--- config.mk ---
export PLATFORM = sky130hd
export DESIGN_NAME = dbg_uart_sched
export DESIGN_NICKNAME = d
export VERILOG_FILES = /design/src/rtl/dbg_uart_sched_pkg.sv /design/src/rtl/dbg_fifo.sv /design/src/rtl/dbg_uart_sched.sv
export SDC_FILE = /design/constraint.sdc
export NUM_CORES = 1
export LEC_CHECK = 0
export BUFFER_PORTS_ARGS = -buffer_cell sky130_fd_sc_hd__buf_2
export CORE_ASPECT_RATIO = 0.5
export CORE_UTILIZATION = 61
export DETAILED_ROUTE_END_ITERATION = 10
export GPL_ROUTABILITY_DRIVEN = 0
export PLACE_DENSITY = 0.79
export SLEW_MARGIN = 0
export SYNTH_ARGS = -nofsm -noshare
export SYNTH_HDL_FRONTEND = slang
export SYNTH_SLANG_ARGS = --single-unit
--- constraint.sdc ---
create_clock -name clk -period 3.9 [get_ports clk]
set_input_delay 0.39 -clock clk [delete_from_list [all_inputs] [get_ports clk]]
set_output_delay 0.39 -clock clk [all_outputs]
set_load 0.005 [all_outputs]
--- src/rtl/dbg_uart_sched_pkg.sv ---
// Shared types and helpers for the debug UART scheduler.
// Build option: DBG_SCHED_NEWLINE_EN appends a newline byte after every word.
package dbg_uart_sched_pkg;

`ifdef DBG_SCHED_NEWLINE_EN
  typedef enum logic [2:0] {
    S_IDLE = 3'd0,
    S_TAG  = 3'd1,
    S_HI   = 3'd2,
    S_LO   = 3'd3,
    S_NL   = 3'd4
  } sched_state_e;
`else
  typedef enum logic [2:0] {
    S_IDLE = 3'd0,
    S_TAG  = 3'd1,
    S_HI   = 3'd2,
    S_LO   = 3'd3
  } sched_state_e;
`endif

  localparam logic [7:0] ASCII_NL = 8'h0A;

  // Lowercase ASCII hex digit; 8'h57 + 10 = 8'h61 ('a').
  function automatic logic [7:0] hex_digit(input logic [3:0] nib);
    if (nib < 4'd10) begin
      return 8'h30 + {4'h0, nib};
    end
    return 8'h57 + {4'h0, nib};
  endfunction

endpackage

--- src/rtl/dbg_fifo.sv ---
// Small synchronous FIFO with combinational head output, one per requester.
module dbg_fifo #(
  parameter int unsigned DEPTH = 8,
  parameter int unsigned W     = 16
) (
  input  logic         clk,
  input  logic         rstn,
  input  logic         push,
  input  logic [W-1:0] din,
  input  logic         pop,
  output logic [W-1:0] dout,
  output logic         empty,
  output logic         full
);

  localparam int unsigned AW = $clog2(DEPTH);
  localparam logic [AW:0] PTR_ONE = {{AW{1'b0}}, 1'b1};

  // Extra pointer MSB tells full apart from empty when the indices match.
  logic [AW:0]  wptr_q, rptr_q;
  logic [W-1:0] mem_q [DEPTH];

  assign empty = (wptr_q == rptr_q);
  assign full  = (wptr_q[AW] != rptr_q[AW]) && (wptr_q[AW-1:0] == rptr_q[AW-1:0]);
  assign dout  = mem_q[rptr_q[AW-1:0]];

  always_ff @(posedge clk or negedge rstn) begin
    if (!rstn) begin
      wptr_q <= '0;
      rptr_q <= '0;
    end else begin
      if (push && !full) begin
        wptr_q <= wptr_q + PTR_ONE;
      end
      if (pop && !empty) begin
        rptr_q <= rptr_q + PTR_ONE;
      end
    end
  end

  always_ff @(posedge clk) begin
    if (push && !full) begin
      mem_q[wptr_q[AW-1:0]] <= din;
    end
  end

endmodule

--- src/rtl/dbg_uart_sched.sv ---
// Round-robin scheduler sharing the debug UART between NREQ word requesters.
// Build option: DBG_SCHED_NEWLINE_EN adds a trailing 8'h0A byte per word.
module dbg_uart_sched
  import dbg_uart_sched_pkg::*;
#(
  parameter int unsigned NREQ  = 2,
  parameter int unsigned DEPTH = 8,
  parameter int unsigned DW    = 16
) (
  input  logic               clk,
  input  logic               rstn,
  input  logic [NREQ*DW-1:0] req_data,
  input  logic [NREQ-1:0]    req_valid,
  output logic [NREQ-1:0]    req_ready,
  output logic               tx_we,
  output logic [7:0]         tx_byte,
  input  logic               tx_wait,
  output logic [7:0]         drop_cnt,
  output logic               idle
);

  localparam int unsigned PW = (NREQ > 1) ? $clog2(NREQ) : 1;
  localparam logic [PW-1:0] PTR_RST = PW'(NREQ - 1);

  sched_state_e   state_q, state_d;
  logic [DW-1:0]  cur_q, cur_d;
  logic [PW-1:0]  ptr_q, ptr_d;
  logic [7:0]     drop_q, drop_d;

  logic [NREQ-1:0] push, pop, empty, full;
  logic [DW-1:0]   head [NREQ];

  logic            gnt_found;
  logic [PW-1:0]   gnt_idx;
  logic [8:0]      drop_sum;

  assign push      = req_valid & ~full;
  assign req_ready = ~full;
  assign drop_cnt  = drop_q;
  assign idle      = (state_q == S_IDLE) && (&empty);

  for (genvar gi = 0; gi < NREQ; gi++) begin : g_fifo
    dbg_fifo #(
      .DEPTH(DEPTH),
      .W    (DW)
    ) u_fifo (
      .clk  (clk),
      .rstn (rstn),
      .push (push[gi]),
      .din  (req_data[gi*DW +: DW]),
      .pop  (pop[gi]),
      .dout (head[gi]),
      .empty(empty[gi]),
      .full (full[gi])
    );
  end

  // Search starts one past the last grant so every requester gets its turn.
  always_comb begin
    int unsigned idx;
    gnt_found = 1'b0;
    gnt_idx   = '0;
    idx       = 0;
    for (int k = 1; k <= int'(NREQ); k++) begin
      idx = (int'(ptr_q) + k) % NREQ;
      if (!gnt_found && !empty[idx]) begin
        gnt_found = 1'b1;
        gnt_idx   = PW'(idx);
      end
    end
  end

  always_comb begin
    drop_sum = {1'b0, drop_q};
    for (int i = 0; i < int'(NREQ); i++) begin
      if (req_valid[i] && full[i]) begin
        drop_sum = drop_sum + 9'd1;
      end
    end
    drop_d = (drop_sum > 9'd255) ? 8'hFF : drop_sum[7:0];
  end

  always_comb begin
    state_d = state_q;
    cur_d   = cur_q;
    ptr_d   = ptr_q;
    pop     = '0;
    tx_we   = 1'b0;
    tx_byte = 8'h00;
    unique case (state_q)
      S_IDLE: begin
        if (gnt_found) begin
          pop[gnt_idx] = 1'b1;
          cur_d        = head[gnt_idx];
          ptr_d        = gnt_idx;
          state_d      = S_TAG;
        end
      end
      S_TAG: begin
        tx_we   = 1'b1;
        tx_byte = cur_q[DW-1:DW-8];
        if (!tx_wait) state_d = S_HI;
      end
      S_HI: begin
        tx_we   = 1'b1;
        tx_byte = hex_digit(cur_q[7:4]);
        if (!tx_wait) state_d = S_LO;
      end
      S_LO: begin
        tx_we   = 1'b1;
        tx_byte = hex_digit(cur_q[3:0]);
`ifdef DBG_SCHED_NEWLINE_EN
        if (!tx_wait) state_d = S_NL;
`else
        if (!tx_wait) state_d = S_IDLE;
`endif
      end
`ifdef DBG_SCHED_NEWLINE_EN
      S_NL: begin
        tx_we   = 1'b1;
        tx_byte = ASCII_NL;
        if (!tx_wait) state_d = S_IDLE;
      end
`endif
      default: state_d = S_IDLE;
    endcase
  end

  always_ff @(posedge clk or negedge rstn) begin
    if (!rstn) begin
      state_q <= S_IDLE;
      cur_q   <= '0;
      ptr_q   <= PTR_RST;
      drop_q  <= '0;
    end else begin
      state_q <= state_d;
      cur_q   <= cur_d;
      ptr_q   <= ptr_d;
      drop_q  <= drop_d;
    end
  end

endmodule

# Yosys cells after proc, flatten, opt, wreduce, memory -nomap -nowiden
# Memory sizes are Yosys's and may differ from the RTL's.
# Cells that the tools add are included.
[totals]
register_bits = 44
latchBits = 0
mem_bits_rw = 256
romBits = 0
in_bits = 37
output_inout_bits = 20
elab_cells = 104
n_memories = 2
[mem_list]
columns = ["memory", "depth", "width", "read_ports", "rd_clocked_by_memory_dff", "wr", "line", "rtl"]
rows = [
  ["g_fifo[0].u_fifo.mem_q", 8, 16, 1, 0, 1, "dbg_fifo.sv:21", "logic [W-1:0] mem_q [DEPTH];"],
  ["g_fifo[1].u_fifo.mem_q", 8, 16, 1, 0, 1, "dbg_fifo.sv:21", ""],
]
[op_classes]
n_addsub = 12
mul = 0
div = 0
order_cmp = 8
eq_ne = 13
shift = 0
mux = 37
bitwise = 3
n_reduce_logical = 21
[op_table]
columns = ["operator", "count"]
rows = [
  ["2-to-1 mux 16 bit", 3],
  ["2-to-1 mux 8 bit", 5],
  ["one-hot mux 8 bit (3 select lines)", 1],
  ["2-to-1 mux 1 bit", 18],
  ["2-to-1 mux 9 bit", 2],
  ["adder 4 x 1 -> 4 bit (second input constant)", 4],
  ["adder 7 x 4 -> 8 bit (first input constant)", 2],
  ["adder 6 x 4 -> 7 bit (first input constant)", 2],
  ["2-to-1 mux 3 bit", 4],
  ["one-hot mux 3 bit (4 select lines)", 1],
  ["logical AND 1 bit", 11],
  ["adder 8 x 1 -> 9 bit (second input constant)", 1],
  ["adder 9 x 1 -> 9 bit (second input constant)", 1],
  ["> comparator 9 x 8 -> 1 bit (second input constant)", 1],
  ["equality test 4 bit", 2],
  ["< comparator 4 bit (second input constant)", 2],
  ["!= test 2 bit (second input constant)", 4],
  ["equality test 3 x 2 -> 1 bit (second input constant)", 2],
  ["equality test 3 bit", 2],
  ["< comparator 1 x 2 -> 1 bit (second input constant)", 3],
  ["logical NOT 1 bit", 5],
  ["2-to-1 mux 2 bit", 2],
  ["AND reduction 2 bit", 2],
  ["AND reduction 4 bit", 1],
  ["other kinds (11)", 13],
]

# Longest topological paths before layout
[depth]
depth_word = 13
depth_mapped = 11
depth_no_buf = 10

# Modules after synthesis
# A second synthesis with hierarchy kept.
[unflattened]
hier_cells = 706
hier_area_um2 = 12928.6
[modules_own_cells]
columns = ["module", "instances", "cells_per_inst", "area_per_inst_um2", "seq_area_each_um2"]
rows = [
  ["dbg_fifo (g_fifo[0].u_fifo)", 1, 242, 5501.5, 4043.9],
  ["dbg_fifo (g_fifo[1].u_fifo)", 1, 242, 5482.8, 4043.9],
  ["dbg_uart_sched", 1, 222, 1944.4, 676.9],
]

# Worst setup path before layout
# No wires, ideal clock.
[synth_path]
path_kind = "register -> register"
startpoint = "reg g_fifo[1].u_fifo.rptr_q[0]"
endpoint = "mem g_fifo[1].u_fifo.mem_q[0][0] (enable)"
setup_ps = 409
arrival_time_ps = 2583
required_time_ps = 3491
slack_ps = 908
path_stages_with_launch = 8
period_less_slack_ps = 2992
cell_sequence = "dfrtp_1 > buf_2 > xnor2_1 > and4_1 > inv_1 > nand2_1 > or2_2 > nor3_1"
[synth_via]
elab_chain_len = 7
[synth_lines]
columns = ["element", "line", "rtl"]
rows = [
  ["from (decl)", "dbg_fifo.sv:20", "logic [AW:0] wptr_q, rptr_q;"],
  ["from (signal assigned)", "dbg_fifo.sv:36", "rptr_q <= rptr_q + PTR_ONE;"],
  ["equality test 3 bit", "dbg_fifo.sv:24", "assign full = (wptr_q[AW] != rptr_q[AW]) && (wptr_q[AW-1:0] == rptr_q[AW-1:0]);"],
  ["logical AND 1 bit", "dbg_fifo.sv:24", ""],
  ["inverter 2 bit", "-", ""],
  ["via req_ready[1]", "dbg_uart_sched.sv:14", "output logic [NREQ-1:0] req_ready,"],
  ["AND 2 bit", "dbg_uart_sched.sv:37", "assign push = req_valid & ~full;"],
  ["logical AND 1 bit", "dbg_fifo.sv:42", "if (push && !full) begin"],
  ["2-to-1 mux 1 bit", "dbg_fifo.sv:42", ""],
  ["2-to-1 mux 1 bit (implied by the code)", "dbg_fifo.sv:43", "mem_q[wptr_q[AW-1:0]] <= din;"],
  ["to (decl)", "dbg_fifo.sv:21", ""],
]
# The timed path passes the listed nets, and every way through them passes these cells.

# Worst setup path in the final report
[layout_path]
startpoint = "reg g_fifo[0].u_fifo.wptr_q[1]"
endpoint = "reg drop_q[0] (netlist: drop_cnt[0])"
[layout_via]
elab_chain_len = 8
[layout_lines]
columns = ["element", "line", "rtl"]
rows = [
  ["from (decl)", "dbg_fifo.sv:20", ""],
  ["from (signal assigned)", "dbg_fifo.sv:33", "wptr_q <= wptr_q + PTR_ONE;"],
  ["equality test 3 bit (*)", "dbg_fifo.sv:24", ""],
  ["logical AND 1 bit (*)", "dbg_fifo.sv:24", ""],
  ["logical AND 1 bit (*)", "dbg_uart_sched.sv:76", "if (req_valid[i] && full[i]) begin"],
  ["2-to-1 mux 9 bit (*)", "dbg_uart_sched.sv:76", ""],
  ["adder 9 x 1 -> 9 bit", "dbg_uart_sched.sv:77", "drop_sum = drop_sum + 9'd1;"],
  ["2-to-1 mux 9 bit (*)", "dbg_uart_sched.sv:76", ""],
  ["> comparator 9 x 8 -> 1 bit", "dbg_uart_sched.sv:80", "drop_d = (drop_sum > 9'd255) ? 8'hFF : drop_sum[7:0];"],
  ["2-to-1 mux 8 bit (*)", "dbg_uart_sched.sv:80", ""],
  ["via drop_d[0]", "dbg_uart_sched.sv:28", "logic [7:0] drop_q, drop_d;"],
  ["to (signal assigned)", "dbg_uart_sched.sv:139", "drop_q <= drop_d;"],
  ["to (decl)", "dbg_uart_sched.sv:28", ""],
]
# Mark *: on every way through the listed nets, which the timed path passes. The rest lies on a longest branch.
# A chain may end at the register's enable or synchronous reset.

==> qor.yml <==
status: "complete, no violations"
synthCells: 675
antenna_cells: 0
cp-start-kind: "flip-flop"
cp_max_fo: 8
grt_util_all_layers_pct: 24.2
setup_viol: 0
rsz0062_at_grt: "no"
cts_setup_buffers: 0
cts_tree: "yes"
drtIter0Drc: 586
vias_per_cell: 6.19
drt_pass1_iterations: 6
place_inst: 987
wl_per_cell_um: 23.4
multiInputGateArea_um2: 3310
yosysTopAreaCell: "edfxtp_1"
crit-reg2reg-launch: "g_fifo[0].u_fifo.wptr_q[1]"
timing.hold.ws_ns: 0.0146
ff_latch_area_um2: 8770
syn_area_um2: 12300
drtAntennaViolNets: 0
synth_area_per_cell_um2: 18.2
finalHoldViolCount: 0
synth_nets: 725
antenna_found_initial: 0
period_share_pct: 72.7
route.detailed.drc: 0
path_cells: "xor2_2 -> nor4_4 -> nand2_1 -> mux2_2 -> ha_1 -> nand3_1 -> a21oi_1 -> a2bb2oi_1 -> nand3b_4 -> nand2_1"
nets: 799
crit_top_cell: "nand2_1"
syn_to_final_growth_pct: 12.1
postCtsHoldBufs: 0
cp.required_ns: 4.32
synth_edf_count: 256
synth_top_cell_area_share_pct: 62.7
yosysSeqAreaShare_pct: 71.4
synth-async-reset-ratio_pct: 14.4
cap_violations: 0
start_util_pct: 62.6
ys_ff_latch: 299
worst_pin_slew_ns: 1.03
r2r_cells: 10
fp.dieArea_um2: 20700
die_w_um: 203
dpl.hpwl_mm: 14.8
slew_headroom_pct: 31.6
synth_flop_cell: "edfxtp_1"
clk_pin_slew_ns: 0.07
worst_ir_drop_vdd_v: 0.000473
clock.fmax_ghz: 0.353
synth_cell_types: 54
yosys_warnings: 0
finClkSkew_ns: 0.0134
cellLeakagePower_nw: 4.85
cts_resized: 0
critPathCaptureType: "flip-flop"
crit_type: "reg2reg"
routed_wl_mm: 24.2
grt_max_degree: 44
worstSkewPairLatency_ns: 0.54
finalSetupTns_ns: 0
worstPathArrival_ns: 3.25
gr-total-overflow: 0
fp.coreArea_um2: 19600
grt_pass1_wl_mm: 36.7
vias: 6393
synth_commonest_cells: "edfxtp_1, mux4_2, nand2_1"
yosysMostFrequentCell: "edfxtp_1"
root_buffer: "clkbuf_16"
cts.sinks: 299
synth_area_leaders: "edfxtp_1, mux4_2, dfrtp_1"
first_global_vias: 6383
cp_slowest_cell: "dfrtp_1"
worstHoldPathType: "in2async"
die_h_um: 102
clockBufferDepth: 3
port_buffers: 56
row_count: 36
fill_cells: 1222
rrSetupSlack_ns: 1.07
critPathMaxStageDelay_ns: 0.50
power_density_nw_per_um2: 765
drive_above_1_share_pct: 26.1
ios: 57
htreeDepth: 1
drv_slew: 0
min_period_ns: 2.83
cts_buffers: 26
crit_start: "g_fifo[0].u_fifo.wptr_q[1]"
final_cells: 1033
-- where the power goes --
group	switching, mW	total (mW)	internal, mW
Sequential	0.382	4.52	4.14
Combinational	1.98	3.49	1.51
Clock	1.10	2.51	1.41
Total	3.46	10.5	7.06
-- worst paths after layout --
check                                               end
hold / removal                               state_q[1]
setup reg to reg                            drop_cnt[0]
min in group clk           g_fifo[1].u_fifo.mem_q[6][1]
max in group asynchronous    g_fifo[0].u_fifo.rptr_q[0]
setup / recovery                            drop_cnt[0]
hold reg to reg                                   ptr_q
-- cell usage in the layout, fill, tap and decap left out, types with 4 or more instances in the layout --
cell type | netlist | final
a21o_1 | 5 | 5
nor2b_1 | 6 | 6
nor3_2 | 0 | 4
mux4_2 | 64 | 64
nor2_1 | 28 | 28
o21ai_0 | 9 | 9
nand2b_1 | 4 | 4
buf_2 | 6 | 56
mux2i_1 | 30 | 30
buf_4 | 0 | 23
nand3_1 | 10 | 10
clkbuf_16 | 0 | 27
mux2_2 | 4 | 4
dfrtp_1 | 42 | 40
inv_1 | 16 | 16
o221ai_1 | 11 | 11
xnor2_1 | 19 | 19
edfxtp_1 | 256 | 256
ha_1 | 13 | 13
clkbuf_8 | 0 | 4
a211oi_1 | 11 | 11
a21oi_1 | 6 | 6
nand2_1 | 45 | 45
xor2_1 | 12 | 12
clkbuf_1 | 19 | 6
-- logic make-up after synthesis --
kind of cell	count (synthesis)	synth area share, %
AOI/OAI and AO/OA	62	3.63
and+or+nand+nor	121	4.98
DFF	299	71.4
xor gates and xnor gates	32	2.35
muxes	98	14.6
buffers and inverters	50	1.72
adders and majority gates	13	1.33
-- layer usage --
layer  wire, µm  part of all wire (%)  global-route usage [%]
met2      11500                    47                    38.6
met4        450                   1.9                    5.49
met3       1740                   7.2                    6.38
met1      10500                    44                    34.3
met5          0                     0                       0
-- through the flow --
| step | setup slack, ns | util (%) | total power [mW] | area [µm²] |
|---|---|---|---|---|
| 4_1_cts | 1.08 | 70.2 | 10.6 | 13800 |
| 2_1_floorplan | 0.908 | - | 6.99 | 12300 |
| 3_5_place_dp | 1.09 | 66.0 | 8.05 | 12900 |
| 3_3_place_gp | 1.23 | 66.0 | 7.91 | 12900 |
| 5_1_grt | 0.835 | 70.2 | 11.0 | 13800 |
| 6_report | 1.07 | 70.2 | 10.5 | 13800 |
-- area by class of cell --
cell class | instances | share of cell area, %
Sequential cell | 299 | 63.7
Timing Repair Buffer | 79 | 3.29
Clock buffer | 37 | 5.47
Clock inverter | 9 | 0.546
Multi-Input combinational cell | 326 | 24.1
Inverter | 17 | 0.464
Tap cell | 266 | 2.42
-- worst max-delay path, delay by kind of cell, from the launching register on --
family	cells	cell delay, ns
fa+ha+maj	1	0.19
flops	1	0.50
xor+xnor	1	0.21
compound gates	2	0.32
mux	1	0.33
simple gates	5	1.14
-- state kept, by name (all words and copies together) (netlist names) --
register and cells:
g_fifo.u_fifo.mem_q 256, cur_q 16, drop_cnt 8, g_fifo.u_fifo.rptr_q 8, g_fifo.u_fifo.wptr_q 8, state_q 2, ptr_q 1
No activity file was read; power rests on OpenSTA's default activity.
